**src/rtl/conv1d_mem_arbiter.sv**
```systemverilog
// rtl/conv1d_mem_arbiter.sv - two-requester arbiter for the conv1d single-port SRAM
//   clk_i, rst_ni        : clock, synchronous active-low reset
//   lock_i               : accelerator exclusive mode
//   acc_* / ext_*        : accelerator and external (OBI bridge) request/grant/response ports
//   mem_*                : SRAM request side, mem_rdata_i valid one cycle after the request
//   clr_stats_i          : clears stall_cnt_o
//   stall_cnt_o          : saturating count of cycles the external requester waited
module conv1d_mem_arbiter #(
    parameter int AddrWidth = 7,
    parameter int DataWidth = 32,
    parameter int MaxWait   = 4
) (
    input  logic                   clk_i,
    input  logic                   rst_ni,
    input  logic                   lock_i,
    input  logic                   acc_req_i,
    input  logic                   acc_we_i,
    input  logic [DataWidth/8-1:0] acc_be_i,
    input  logic [AddrWidth-1:0]   acc_addr_i,
    input  logic [DataWidth-1:0]   acc_wdata_i,
    output logic                   acc_gnt_o,
    output logic                   acc_rvalid_o,
    output logic [DataWidth-1:0]   acc_rdata_o,
    input  logic                   ext_req_i,
    input  logic                   ext_we_i,
    input  logic [DataWidth/8-1:0] ext_be_i,
    input  logic [AddrWidth-1:0]   ext_addr_i,
    input  logic [DataWidth-1:0]   ext_wdata_i,
    output logic                   ext_gnt_o,
    output logic                   ext_rvalid_o,
    output logic [DataWidth-1:0]   ext_rdata_o,
    output logic                   mem_req_o,
    output logic                   mem_we_o,
    output logic [DataWidth/8-1:0] mem_be_o,
    output logic [AddrWidth-1:0]   mem_addr_o,
    output logic [DataWidth-1:0]   mem_wdata_o,
    input  logic [DataWidth-1:0]   mem_rdata_i,
    input  logic                   clr_stats_i,
    output logic [15:0]            stall_cnt_o
);

    localparam logic [3:0] WaitLimit = 4'(MaxWait);

    logic [3:0]  wait_q;
    logic        rsp_acc_q;
    logic        rsp_ext_q;
    logic [15:0] stall_q;
    logic        ext_stall;

    // Grants depend only on requests, lock and wait_q; mem_rdata_i never feeds them.
    always_comb begin
        acc_gnt_o = 1'b0;
        ext_gnt_o = 1'b0;
        if (rst_ni) begin
            if (lock_i) begin
                acc_gnt_o = acc_req_i;
            end else if (acc_req_i && ext_req_i) begin
                // The external side has waited long enough: it takes this cycle.
                if (wait_q >= WaitLimit) begin
                    ext_gnt_o = 1'b1;
                end else begin
                    acc_gnt_o = 1'b1;
                end
            end else begin
                acc_gnt_o = acc_req_i;
                ext_gnt_o = ext_req_i;
            end
        end
    end

    assign ext_stall = ext_req_i & ~ext_gnt_o;

    always_comb begin
        mem_req_o   = acc_gnt_o | ext_gnt_o;
        mem_we_o    = 1'b0;
        mem_be_o    = '0;
        mem_addr_o  = '0;
        mem_wdata_o = '0;
        if (acc_gnt_o) begin
            mem_we_o    = acc_we_i;
            mem_be_o    = acc_be_i;
            mem_addr_o  = acc_addr_i;
            mem_wdata_o = acc_wdata_i;
        end else if (ext_gnt_o) begin
            mem_we_o    = ext_we_i;
            mem_be_o    = ext_be_i;
            mem_addr_o  = ext_addr_i;
            mem_wdata_o = ext_wdata_i;
        end
    end

    always_ff @(posedge clk_i) begin
        if (!rst_ni) begin
            wait_q    <= '0;
            rsp_acc_q <= 1'b0;
            rsp_ext_q <= 1'b0;
            stall_q   <= '0;
        end else begin
            rsp_acc_q <= acc_gnt_o;
            rsp_ext_q <= ext_gnt_o;

            if (lock_i || ext_gnt_o) begin
                wait_q <= '0;
            end else if (ext_req_i && (wait_q < WaitLimit)) begin
                wait_q <= wait_q + 4'd1;
            end

            if (clr_stats_i) begin
                stall_q <= '0;
            end else if (ext_stall && (stall_q != 16'hFFFF)) begin
                stall_q <= stall_q + 16'd1;
            end
        end
    end

    // A response registered just before reset asserts is dropped rather than
    // delivered into a requester that is itself being reset.
    assign acc_rvalid_o = rsp_acc_q & rst_ni;
    assign ext_rvalid_o = rsp_ext_q & rst_ni;
    assign acc_rdata_o  = acc_rvalid_o ? mem_rdata_i : '0;
    assign ext_rdata_o  = ext_rvalid_o ? mem_rdata_i : '0;
    assign stall_cnt_o  = stall_q;

endmodule

```
**config.mk**
```make
export PLATFORM = sky130hd
export DESIGN_NAME = conv1d_mem_arbiter
export DESIGN_NICKNAME = d
export VERILOG_FILES = /design/src/rtl/conv1d_mem_arbiter.sv
export SDC_FILE = /design/constraint.sdc
export NUM_CORES = 1
export LEC_CHECK = 0
export CAP_MARGIN = 5
export CORE_AREA = 2 2 98 100
export CTS_BUF_LIST = sky130_fd_sc_hd__clkbuf_4
export DETAILED_ROUTE_END_ITERATION = 12
export DIE_AREA = 0 0 100 102
export PLACE_DENSITY = 0.8
export SYNTH_ARGS = -nofsm -noshare
export SYNTH_HDL_FRONTEND = slang
export SYNTH_SLANG_ARGS = --single-unit
```
**constraint.sdc**
```tcl
create_clock -name clk_i -period 2.75 [get_ports clk_i]
set_input_delay 0.4125 -clock clk_i [delete_from_list [all_inputs] [get_ports clk_i]]
set_output_delay 0.4125 -clock clk_i [all_outputs]
set_load 0.005 [all_outputs]
```
==> results_dict.tcl <==
set metrics [dict create \
    outcome "completed" \
    fin_area_sq_um 4890 \
    die_y_um 102 \
    ios 255 \
    crit_arrival_ps 2310 \
    viasPerCell 5.19 \
    ys_seq_area_share_pct 21.8 \
    power.leakage_nw 2.12 \
    dpl_cell_area_sq_um 4730 \
    synth_cell_types 38 \
    gr-usage-all-layers_pct 21.3 \
    setup_viol_count_final 0 \
    syn_nets 396 \
    path_class "in2out" \
    skew_ps 3.38 \
    grt_pass1_wl_um 17000 \
    numCtsBuffers 3 \
    drtIter0Drc 157 \
    r2r_cells 6 \
    port_buffers 254 \
    avgSynthCellArea_sq_um 7.55 \
    die_x_um 100 \
    clkSlewWorstSetupHoldPaths_ps 120 \
    die_area_sq_um 10200 \
    root_buffer "clkbuf_4" \
    p_switching_uw 256 \
    clockBufferDepth 2 \
    cts_tree "done" \
    min_from "wait_q[1]" \
    rows 35 \
    dp_hpwl_um 9510 \
    power_frac_seq_pct 34.6 \
    endpoint_kind "output port" \
    syn_area_sq_um 2020 \
    hold_path_depth 2 \
    crit_fanout 12 \
    finalPower_uw 935 \
    p_per_area_nw_per_um2 191 \
    r2r_slack_ps 660 \
    layout_setup_ws_ps 29.7 \
    holdWs_ps 489 \
    drive_above_1_share_pct 6.19 \
    fmax_mhz 368 \
    ys_seq_elements 22 \
    vias 3258 \
    report.final.slew_viol_count 0 \
    antennaDiodeCount 0 \
    pre_cts_slack_ps -444 \
    insertion_delay_ps 310 \
    place.gp.congestion 0.811 \
    grt_pass1_vias 3094 \
    placeableCoreArea_sq_um 9110 \
    drt_pass1_iterations 4 \
    antenna_found_initial 0 \
    fillers 824 \
    p_int_uw 679 \
    grt_max_degree 71 \
    slew-limit-headroom_pct 57.1 \
    rr_endpoint "stall_cnt_o[11]" \
    cts-htree-levels 1 \
    drc 0 \
    p_comb_share_pct 49.3 \
    initial_core_util_pct 22.2 \
    hold_class "reg2reg" \
    p_sw_share_pct 27.4 \
    clock_sinks 22 \
    worstMarginPinSlew_ps 641 \
    hold_path_end "wait_q[1]" \
    fin_crit_ps 2720 \
    area_growth_pct 141 \
    rr_startpoint "wait_q[3]" \
    yosys_warnings 0 \
    vdd_drop_max_uv 177 \
    p_clk_share_pct 16.1 \
    gr-total-overflow 0 \
    wire_per_inst_um 19.5 \
    fin_crit_sh_pct 98.9 \
    nets 647 \
    cp-start-kind "primary input" \
    finalHoldViolations 0 \
    cap_violations 0 \
    syn_inst 268 \
    cp.required_ps 2340 \
    postRouteWirelength_um 12300 \
    ant_nets 0 \
]
[layout by cell type (no fill, tap or decap), types with 2 or more instances in the layout]
cell and count:
a21oi_1 10, a22o_1 44, and2_1 2, and3_1 66, and4_1 3, buf_12 2
buf_4 13, clkbuf_4 3, clkdlybuf4s50_1 242, dfxtp_1 22, dlymetal6s2s_1 11, ha_1 2
inv_1 5, nand2_1 10, nand2b_1 3, nand3_1 7, nand4_1 7, nor2_1 7
nor2_4 4, nor2b_1 2, nor3_1 4, nor4_1 5, o21a_1 2, o21ai_0 4
o311ai_0 2, o31a_1 3, o31ai_1 5, o41ai_1 2, or4_1 6
[area by class of cell]
type                       count  area [sq um]  share of cell area [%]
timing repair buffer         271          2740                    56.0
multi-input combinational    216          1530                    31.3
sequential                    22           440                    9.01
tap                          111           139                    2.84
clock buffer                   3          22.5                   0.461
inverter                       5          18.8                   0.384
[cells by family (layout without fill, tap and decap cells)]
family	count (synthesis)	count (layout)	share of synthesized area (%)
compound gates	80	80	31.7
xor+xnor	1	1	0.433
fa+ha+maj	2	2	1.24
buf+inv	33	279	6.24
flops	22	22	21.8
mux	1	1	0.494
simple gates	129	132	38.1
[metal layers]
metal  part of all wire, %  up-vias  wire length (um)  global-route usage, %
met4                   1.8        0               226                   5.37
met5                     0        -                 0                      0
met1                    38     1504              4700                   24.7
li1                      -     1558                 -                      -
met3                   9.2       16              1130                   6.50
met2                    51      180              6210                   38.4
[Yosys cell counts]
| library cell | instances | share of area (%) |
|---|---|---|
| mux2i_1 | 1 | 0.49 |
| or3_1 | 1 | 0.31 |
| a21oi_1 | 10 | 2.5 |
| nand4_1 | 7 | 2.2 |
| o311a_2 | 2 | 1.1 |
| o311ai_0 | 2 | 0.87 |
| a41oi_1 | 1 | 0.43 |
| o21a_1 | 2 | 0.74 |
| nor2_1 | 8 | 1.5 |
| o31ai_1 | 5 | 1.9 |
| and2_1 | 2 | 0.62 |
| inv_1 | 5 | 0.93 |
| and3_1 | 66 | 20 |
| or2_2 | 1 | 0.31 |
| nor2b_1 | 2 | 0.62 |
| o211ai_1 | 1 | 0.37 |
| o31a_1 | 3 | 1.3 |
| nor3_1 | 4 | 0.99 |
| o311ai_1 | 1 | 0.43 |
| ha_1 | 2 | 1.2 |
| and4_1 | 3 | 1.3 |
| a31oi_1 | 1 | 0.31 |
| nand2b_1 | 4 | 1.2 |
| nor4_1 | 5 | 1.5 |
| nand2_1 | 11 | 2.0 |
| o211a_1 | 1 | 0.49 |
| buf_2 | 2 | 0.49 |
| a211o_1 | 1 | 0.43 |
| o21ai_0 | 4 | 0.99 |
| or3b_4 | 1 | 0.56 |
| clkbuf_1 | 26 | 4.8 |
| a22o_1 | 44 | 19 |
| nand3_1 | 7 | 1.7 |
| nor3b_2 | 1 | 0.62 |
| or4_1 | 6 | 2.2 |
| dfxtp_1 | 22 | 22 |
| o41ai_1 | 2 | 0.87 |
| xor2_1 | 1 | 0.43 |
[flip-flops by register name, indices dropped and copies added (netlist names)]
register / flops
rsp_acc_q: 1
stall_cnt_o: 16
rsp_ext_q: 1
wait_q: 4
[worst max-delay path by stage]
| stage | startpoint | slack, ps | endpoint | cells past startpoint |
|---|---|---|---|---|
| final | acc_req_i | 30 | mem_addr_o[5] | 7 |
| after global routing | acc_req_i | -9 | mem_addr_o[5] | 7 |
| after CTS | lock_i | 10 | mem_req_o | 6 |
| after detailed placement | acc_req_i | -440 | mem_wdata_o[21] | 6 |
| after global placement | acc_req_i | -360 | mem_wdata_o[21] | 6 |
| after floorplan | ext_req_i | 590 | mem_wdata_o[10] | 6 |
[worst max-delay path, cell delays in order]
cell,delay [ps]
clkdlybuf4s50_1,480
or3b_4,420
nand2_8,130
nor2_4,50
buf_12,150
a22o_1,200
clkdlybuf4s50_1,450
[timing repair]
action	in CTS	in global routing
cloned	3	1
pin swaps	2	1
resized for setup	7	16
setup buffers	0	1
hold buffers	0	0
setup endpoints to repair	46	20
[power groups by stage]
stage / clock (mW) / sequential [mW] / combinational (mW)
2_1_floorplan: 0 / 0.331 / 0.106
3_3_place_gp: 0 / 0.331 / 0.437
3_5_place_dp: 0 / 0.331 / 0.441
4_1_cts: 0.150 / 0.324 / 0.452
5_1_grt: 0.162 / 0.324 / 0.492
6_report: 0.150 / 0.324 / 0.461
[stage by stage]
stage	setup TNS, ps	utilization [%]	cells
after detailed placement	-18210	51.9	620
after global routing	-9.15	53.7	628
after CTS	0	52.7	626
final	0	53.7	628
after global placement	-13950	51.9	620
after floorplan	0	-	268
(Power assumes the default switching activity.)
